$ cat config.mk
export PLATFORM = sky130hd
export DESIGN_NAME = data_mem_ctrl
export DESIGN_NICKNAME = d
export VERILOG_FILES = /design/src/rtl/dmem_pkg.sv /design/src/rtl/dmem_array.sv /design/src/rtl/data_mem_ctrl.sv
export SDC_FILE = /design/constraint.sdc
export NUM_CORES = 1
export LEC_CHECK = 0
export ABC_AREA = 1
export BUFFER_PORTS_ARGS = -buffer_cell sky130_fd_sc_hd__buf_2
export CAP_MARGIN = 10
export CORE_UTILIZATION = 47
export CTS_CLUSTER_DIAMETER = 120
export DETAILED_ROUTE_END_ITERATION = 6
export PLACE_DENSITY = 0.74
export SLEW_MARGIN = 20
export SYNTH_ARGS = -nofsm -noshare
export SYNTH_HDL_FRONTEND = slang
export SYNTH_SLANG_ARGS = --single-unit
export TNS_END_PERCENT = 5
$ cat constraint.sdc
create_clock -name clk -period 3.25 [get_ports clk]
set_clock_uncertainty 0.05 [all_clocks]
set_input_delay 0.325 -clock clk [delete_from_list [all_inputs] [get_ports clk]]
set_output_delay 0.325 -clock clk [all_outputs]
set_load 0.005 [all_outputs]
$ cat src/rtl/dmem_pkg.sv
// Shared definitions for the data memory controller: state encoding and
// elaboration-time helpers for derived widths and parameter legality.
package dmem_pkg;

  typedef enum logic {
    ST_INIT = 1'b0,
    ST_RUN  = 1'b1
  } state_t;

  function automatic int idx_w(input int depth);
    int w = 0;
    while ((1 << w) < depth) w++;
    return (w < 1) ? 1 : w;
  endfunction

  function automatic int be_w(input int data_w);
    return data_w / 8;
  endfunction

  function automatic bit params_legal(input int data_w, input int depth);
    return (data_w > 0) && (data_w % 8 == 0) &&
           (depth >= 2) && ((depth & (depth - 1)) == 0);
  endfunction

endpackage

$ cat src/rtl/dmem_array.sv
// DEPTH x DATA_W single-port storage: byte-lane write enables and a
// registered read port sharing one address.
module dmem_array
  import dmem_pkg::*;
#(
  parameter int DATA_W = 16,
  parameter int DEPTH  = 8,
  parameter int IDX_W  = idx_w(DEPTH)
) (
  input  logic                   clk,
  input  logic                   we,
  input  logic [DATA_W/8-1:0]    be,
  input  logic [IDX_W-1:0]       addr,
  input  logic [DATA_W-1:0]      wdata,
  input  logic                   re,
  output logic [DATA_W-1:0]      rdata
);

  logic [DATA_W-1:0] mem [DEPTH];

  // NOTE: storage has no reset; zeroing is done by the controller's sweep so
  // the array can map onto plain RAM macros.
  always_ff @(posedge clk) begin
    if (re) rdata <= mem[addr];
    for (int i = 0; i < DATA_W / 8; i++) begin
      if (we && be[i]) mem[addr][8*i +: 8] <= wdata[8*i +: 8];
    end
  end

endmodule

$ cat src/rtl/data_mem_ctrl.sv
// Data memory controller: valid/ready request port, 1-cycle registered
// responses, byte strobes, out-of-range errors and a post-reset zero sweep.
module data_mem_ctrl
  import dmem_pkg::*;
#(
  parameter int DATA_W    = 16,
  parameter int DEPTH     = 8,
  parameter int ADDR_W    = 16,
  parameter bit INIT_ZERO = 1'b1
) (
  input  logic                clk,
  input  logic                rst_n,
  input  logic                req_valid,
  output logic                req_ready,
  input  logic                req_we,
  input  logic [ADDR_W-1:0]   req_addr,
  input  logic [DATA_W-1:0]   req_wdata,
  input  logic [DATA_W/8-1:0] req_be,
  output logic                rsp_valid,
  output logic [DATA_W-1:0]   rsp_rdata,
  output logic                rsp_err,
  output logic                init_done
);

  localparam int BE_W  = be_w(DATA_W);
  localparam int IDX_W = idx_w(DEPTH);

  if (!params_legal(DATA_W, DEPTH) || ADDR_W < IDX_W) begin : g_bad_params
    $error("data_mem_ctrl: illegal DATA_W/DEPTH/ADDR_W combination");
  end

  state_t             state;
  logic [IDX_W-1:0]   cnt;
  logic               ready_q;
  logic               rsp_valid_q, rsp_err_q, rd_sel_q;

  logic               accept, in_range, sweep;
  logic               arr_we, arr_re;
  logic [BE_W-1:0]    arr_be;
  logic [IDX_W-1:0]   arr_addr;
  logic [DATA_W-1:0]  arr_wdata, arr_rdata;

  // Anything presented while reset is sampled must not touch storage.
  assign accept   = req_valid && ready_q && rst_n;
  assign in_range = ({1'b0, req_addr} < (ADDR_W+1)'(DEPTH));
  assign sweep    = (state == ST_INIT) && INIT_ZERO && rst_n;

  // NOTE: every output of a combinational block gets a default first, so no
  // path leaves it unassigned and no latch is inferred.
  always_comb begin
    arr_we    = 1'b0;
    arr_re    = 1'b0;
    arr_be    = '0;
    arr_addr  = req_addr[IDX_W-1:0];
    arr_wdata = req_wdata;
    if (sweep) begin
      arr_we    = 1'b1;
      arr_be    = '1;
      arr_addr  = cnt;
      arr_wdata = '0;
    end else if (accept && in_range) begin
      arr_we = req_we;
      arr_be = req_be;
      arr_re = !req_we;
    end
  end

  dmem_array #(
    .DATA_W (DATA_W),
    .DEPTH  (DEPTH),
    .IDX_W  (IDX_W)
  ) u_array (
    .clk   (clk),
    .we    (arr_we),
    .be    (arr_be),
    .addr  (arr_addr),
    .wdata (arr_wdata),
    .re    (arr_re),
    .rdata (arr_rdata)
  );

  // NOTE: sequential state uses non-blocking assignments so every flop
  // samples pre-edge values regardless of statement order.
  always_ff @(posedge clk) begin
    if (!rst_n) begin
      state       <= ST_INIT;
      cnt         <= '0;
      ready_q     <= 1'b0;
      rsp_valid_q <= 1'b0;
      rsp_err_q   <= 1'b0;
      rd_sel_q    <= 1'b0;
    end else begin
      rsp_valid_q <= accept;
      rsp_err_q   <= accept && !in_range;
      rd_sel_q    <= accept && in_range && !req_we;
      unique case (state)
        ST_INIT: begin
          if (!INIT_ZERO || cnt == IDX_W'(DEPTH - 1)) begin
            state   <= ST_RUN;
            ready_q <= 1'b1;
          end else begin
            cnt <= cnt + IDX_W'(1);
          end
        end
        ST_RUN: state <= ST_RUN;
      endcase
    end
  end

  assign req_ready = ready_q;
  assign init_done = ready_q;
  assign rsp_valid = rsp_valid_q;
  assign rsp_err   = rsp_err_q;
  // Read data is exposed only for an in-range read response.
  assign rsp_rdata = rd_sel_q ? arr_rdata : '0;

endmodule
-- Yosys cells after proc, flatten, opt, wreduce, memory -nomap -nowiden
Memory sizes are Yosys's and may differ from the RTL's. A register that Yosys moved wholly into a read port is not among the register bits.
Index checks and enable logic that the tools add are counted.
Widths: inputs -> output; s select.
- bits in registers: 8
- memories kept: 1
- logic and storage cells: 39
- memory bits (writable): 128
- memory list (name ; depth ; width ; read ports ; clocked after memory_dff ; write ports ; line ; text):
    u_array.mem ; 8 ; 16 ; 1 ; 1 ; 1 ; dmem_array.sv:19 ; logic [DATA_W-1:0] mem [DEPTH];
- multiplexer cells: 15
- equal/unequal tests: 1
- $lt $le $gt $ge: 1
- add/subtract/negate cells: 1
- reductions and logical operators: 12
- bitwise operators: 2
- operators by type and width (operator ; number):
    $mux 16 ; 2
    $lt 16x4->1 const B ; 1
    $mux 1 ; 9
    $logic_and 1x1->1 ; 8
    $mux 2 ; 2
    $reduce_and 2->1 ; 2
    $add 3x1->3 const B ; 1
    $eq 3x3->1 const B ; 1
    $mux 3 ; 1
    $logic_not 1->1 ; 2
    $not 1->1 ; 2
    $pmux 1 s2 ; 1

-- Depth between registers and ports, before layout
- word-level depth: 8
- gate-level depth with buffers: 12

-- Hierarchy
A second synthesis with hierarchy kept.
- cells, all modules: 662
- area, all modules: 6576.3 sq um
- by module, submodules not included (module ; cells each ; seq. area each (sq um) ; instances ; area an instance (sq um)):
    dmem_array ; 535 ; 4324.1 ; 1 ; 5871.9
    data_mem_ctrl ; 127 ; 160.2 ; 1 ; 704.4

-- Worst setup path before layout
OpenSTA, ideal clock, no wires.
- path kind: in2reg
- start: input port req_addr[13]
- end: register u_array.rdata[0], read port of u_array.mem, enable pin
- arrival time: 1.925 ns
- required time: 2.791 ns
- setup time: 0.409 ns
- path buffers: 0
- path slack: 0.866 ns
- stages: 5
- path through: nor2_1 > nand2_1 > nor2_1 > nand3_1 > nor3_1
- word-level cells in the longest chain between the ends: 4
- RTL lines (item ; line ; text):
    start, declared ; data_mem_ctrl.sv:16 ; input logic [ADDR_W-1:0] req_addr,
    $lt 16x4->1 ; data_mem_ctrl.sv:45 ; assign in_range = ({1'b0, req_addr} < (ADDR_W+1)'(DEPTH));
    $logic_and 1x1->1 ; data_mem_ctrl.sv:61 ; end else if (accept && in_range) begin
    $mux 1 ; data_mem_ctrl.sv:61 ;
    $mux 1 ; data_mem_ctrl.sv:56 ; if (sweep) begin
    via arr_re ; data_mem_ctrl.sv:38 ; logic arr_we, arr_re;
    end, declared ; dmem_array.sv:16 ; output logic [DATA_W-1:0] rdata
The timed path passes the listed nets, and every way through them passes these cells.
A chain may end at the register's enable or synchronous reset.

-- Final worst setup path
- start: register state
- end: memory u_array.mem[1][13], enable pin
- word-level cells in the longest chain between the ends: 6
- elaborated cells on any way between the ends: 8
- those cells by class: mux: 5; bitwise: 1; reduce/logical: 2
- RTL lines (item ; line ; text):
    start, declared ; data_mem_ctrl.sv:32 ; state_t state;
    start signal, assigned ; data_mem_ctrl.sv:86 ; state <= ST_INIT;
    start signal, assigned ; data_mem_ctrl.sv:99 ; state <= ST_RUN;
    start signal, assigned ; data_mem_ctrl.sv:105 ; ST_RUN: state <= ST_RUN;
    $not 1->1 * ; -- ;
    $logic_and 1x1->1 * ; data_mem_ctrl.sv:46 ; assign sweep = (state == ST_INIT) && INIT_ZERO && rst_n;
    $mux 1 or $mux 2 (tied branches) ; data_mem_ctrl.sv:56 ;
    $logic_and 1x1->1 ; dmem_array.sv:26 ; if (we && be[i]) mem[addr][8*i +: 8] <= wdata[8*i +: 8];
    $mux 1 ; dmem_array.sv:26 ;
    $mux 1 (implied by the code) ; dmem_array.sv:26 ;
    end, declared ; dmem_array.sv:19 ;
Mark *: on every way between the ends. The rest lies on a longest branch, timed or not.

==> flow_summary.json <==
{
  "p_leak_nw": 3.38,
  "min_to": "rd_sel_q$_SDFF_PN0_",
  "cts_sinks": 152,
  "hold_viol_final": 0,
  "power.density_nw_per_um2": 586,
  "clk_latency_ns": 0.42,
  "startpoint_type": "flip-flop",
  "path_max_fanout": 12,
  "min_from": "req_we",
  "cp_top_family": "simple AND/OR/NAND/NOR gates",
  "arrival_ns": 2.63,
  "slew_violations": 0,
  "worst_pin_slew_ns": 0.846,
  "antenna_found_initial": 0,
  "die_h_um": 120,
  "synth_cell_types": 20,
  "yosys.area.top_type": "edfxtp_1",
  "grt_use_total_pct": 21.1,
  "worstSetupPathType": "reg -> reg",
  "synth_flop_cell": "edfxtp_1",
  "clock.fmax_mhz": 381,
  "max_stage_delay_ns": 0.68,
  "cpMaxStageDelayCell": "o21ai_1",
  "overflow": 0,
  "hp-class": "in -> reg",
  "syn_area_per_cell_um2": 9.84,
  "ff2ff_path_depth": 6,
  "viasPerCell": 5.05,
  "drv_cap": 0,
  "fin_total_pwr_w": 0.00441,
  "synth_edf_count": 144,
  "grt_pass1_wl_mm": 22.6,
  "grt_max_degree": 39,
  "cts_root_buf": "clkbuf_16",
  "finalWirelength_mm": 14.1,
  "reg2reg_slack_ns": 0.62,
  "hold_buffers": 0,
  "grt_pass1_vias": 4428,
  "peakVddDrop_v": 0.000376,
  "status": "finished clean",
  "fin_crit_sh_pct": 80.8,
  "num_antenna_cells": 0,
  "synthTopCellsByCount": "350 x nand2_1, 144 x edfxtp_1, 51 x nor2_1, 39 x inv_1, 24 x nand3_1",
  "wl_per_cell_um": 15.4,
  "drt_pass1_iterations": 5,
  "io_pins": 58,
  "holdPathStages": 2,
  "yosysWarnings": 0,
  "port_buffers": 57,
  "cts_tree": "done",
  "area_growth_pct": 14.9,
  "drive_above_1_share_pct": 14.3,
  "dp_hpwl_mm": 9.83,
  "clock_path_buffers": 2,
  "yosysMostFrequentCell": "nand2_1",
  "finalSetupViolCount": 0,
  "path_cells": "inv_1 -> nand2_2 -> o21ai_1 -> buf_4 -> nand3_1 -> nor2_1",
  "yosysSeqAreaShare_pct": 68.5,
  "layout.nets": 762,
  "crit_path_end_kind": "flip-flop",
  "syn_area_um2": 6540,
  "place_congestion": 0.907,
  "postRouteAntennaNets": 0,
  "clk_pin_slew_worst_paths_ns": 0.06,
  "fp.dieW_um": 120,
  "syn_inst": 665,
  "worstPathRequired_ns": 3.25,
  "dieArea_um2": 14400,
  "r2r_start": "state$_SDFF_PN0_",
  "post_cts_resized": 0,
  "slew-limit-headroom_pct": 43.2,
  "netlist_top_cells_area": "edfxtp_1 66%, nand2_1 20%, nor2_1 2.9%, dfxtp_1 2.4%, inv_1 2.2%",
  "core_area_um2": 13400,
  "cts_buffers": 17,
  "rsz0062_at_grt": "false",
  "drc": 0,
  "htree_levels": 4,
  "period_minus_slack_ns": 2.63,
  "initial_utilization_pct": 48.8,
  "async_reset_ff_share_pct": 0,
  "vias": 4598,
  "num_rows": 42,
  "cts_setup_buffers": 0,
  "synth_top_area_share_pct": 66.1,
  "drt_iter0_drc": 379,
  "synth_nets": 705,
  "fin_tns_setup_ns": 0,
  "ys_seq_elements": 152,
  "fin_util_pct": 56.1,
  "path_buf_inv": 2,
  "r2r-end": "u_array.mem[1][13]$_DFFE_PP_"
}
-- per-layer routing --
| metal | vias up | wire [um] | GRT usage (%) | part of all wire (%) |
|---|---|---|---|---|
| met1 | 2117 | 6640 | 31.4 | 47 |
| met5 | - | 0 | 0 | 0 |
| li1 | 2251 | - | - | - |
| met2 | 208 | 6070 | 30.4 | 43 |
| met3 | 22 | 1110 | 3.28 | 7.9 |
| met4 | 0 | 256 | 9.69 | 1.8 |
-- worst reg2reg max path, delay by kind of cell, from the launching register on --
family / cells / cell delay [ns]
compound gates: 1 / 0.68
buf+inv: 2 / 0.41
flops: 1 / 0.33
simple gates: 3 / 0.78
-- area by class of cell --
class | instances | area [um2]
fill | 1097 | 5890
tap | 176 | 220
timing repair buffer | 66 | 353
clock buffer | 19 | 433
clock inverter | 13 | 106
multi-input combinational | 444 | 1760
inverter | 41 | 154
sequential | 152 | 4480
-- power by group --
group	total, W	switching [W]	internal [W]
Clock	0.00179	0.000746	0.00104
Sequential	0.00220	0.0000111	0.00219
Combinational	0.000416	0.000300	0.000115
-- registers in the layout (all words and copies together) (netlist names) --
| signal | flops |
|---|---|
| rd_sel_q | 1 |
| u_array.mem | 128 |
| state | 1 |
| rsp_valid | 1 |
| u_array.rdata | 16 |
| cnt | 3 |
| init_done | 1 |
| rsp_err | 1 |
-- cells by family after synthesis --
group / Yosys count / synth area share [%]
compound gates: 7 / 0.574
buf+inv: 69 / 4.65
flops: 152 / 68.5
simple gates: 435 / 25.9
fa+ha+maj: 2 / 0.382
-- cell usage in the layout (no fill, tap or decap), drive strengths merged --
cell type  Yosys  routed
o21ai          4       4
or2            1       1
nand4          3       3
a21oi          2       2
buf           20      66
clkbuf         8      19
nor2          51      51
ha             2       2
nor3           1       1
edfxtp       144     144
nand3         24      24
nand2        355     355
a21boi         1       1
inv           41      42
clkinvlp       0       4
dfxtp          8       8
bufinv         0       1
clkinv         0       7
-- worst max path at each step --
stage | from | to | slack, ns | depth (start not counted)
after floorplan | req_addr[13] | u_array.rdata[0]$_DFFE_PP_ | 0.87 | 5
after global routing | state$_SDFF_PN0_ | u_array.mem[1][14]$_DFFE_PP_ | 0.37 | 6
after CTS | state$_SDFF_PN0_ | u_array.mem[2][15]$_DFFE_PP_ | 0.64 | 6
after global placement | rst_n | u_array.mem[5][13]$_DFFE_PP_ | 0.54 | 8
after detailed placement | rst_n | u_array.mem[5][13]$_DFFE_PP_ | 0.47 | 8
final | state$_SDFF_PN0_ | u_array.mem[1][13]$_DFFE_PP_ | 0.62 | 6
-- per-stage QoR --
| stage | std cells | setup WS [ns] | hold slack [ns] | instance area, um2 |
|---|---|---|---|---|
| 3_3_place_gp | 879 | 0.544 | 0.453 | 6980 |
| 6_report | 911 | 0.624 | 0.0568 | 7510 |
| 2_1_floorplan | 665 | 0.866 | 0.347 | 6540 |
| 4_1_cts | 911 | 0.636 | 0.0425 | 7510 |
| 5_1_grt | 911 | 0.375 | 0.0606 | 7510 |
| 3_5_place_dp | 879 | 0.466 | 0.473 | 6980 |
No activity file was read; power rests on OpenSTA's default activity.
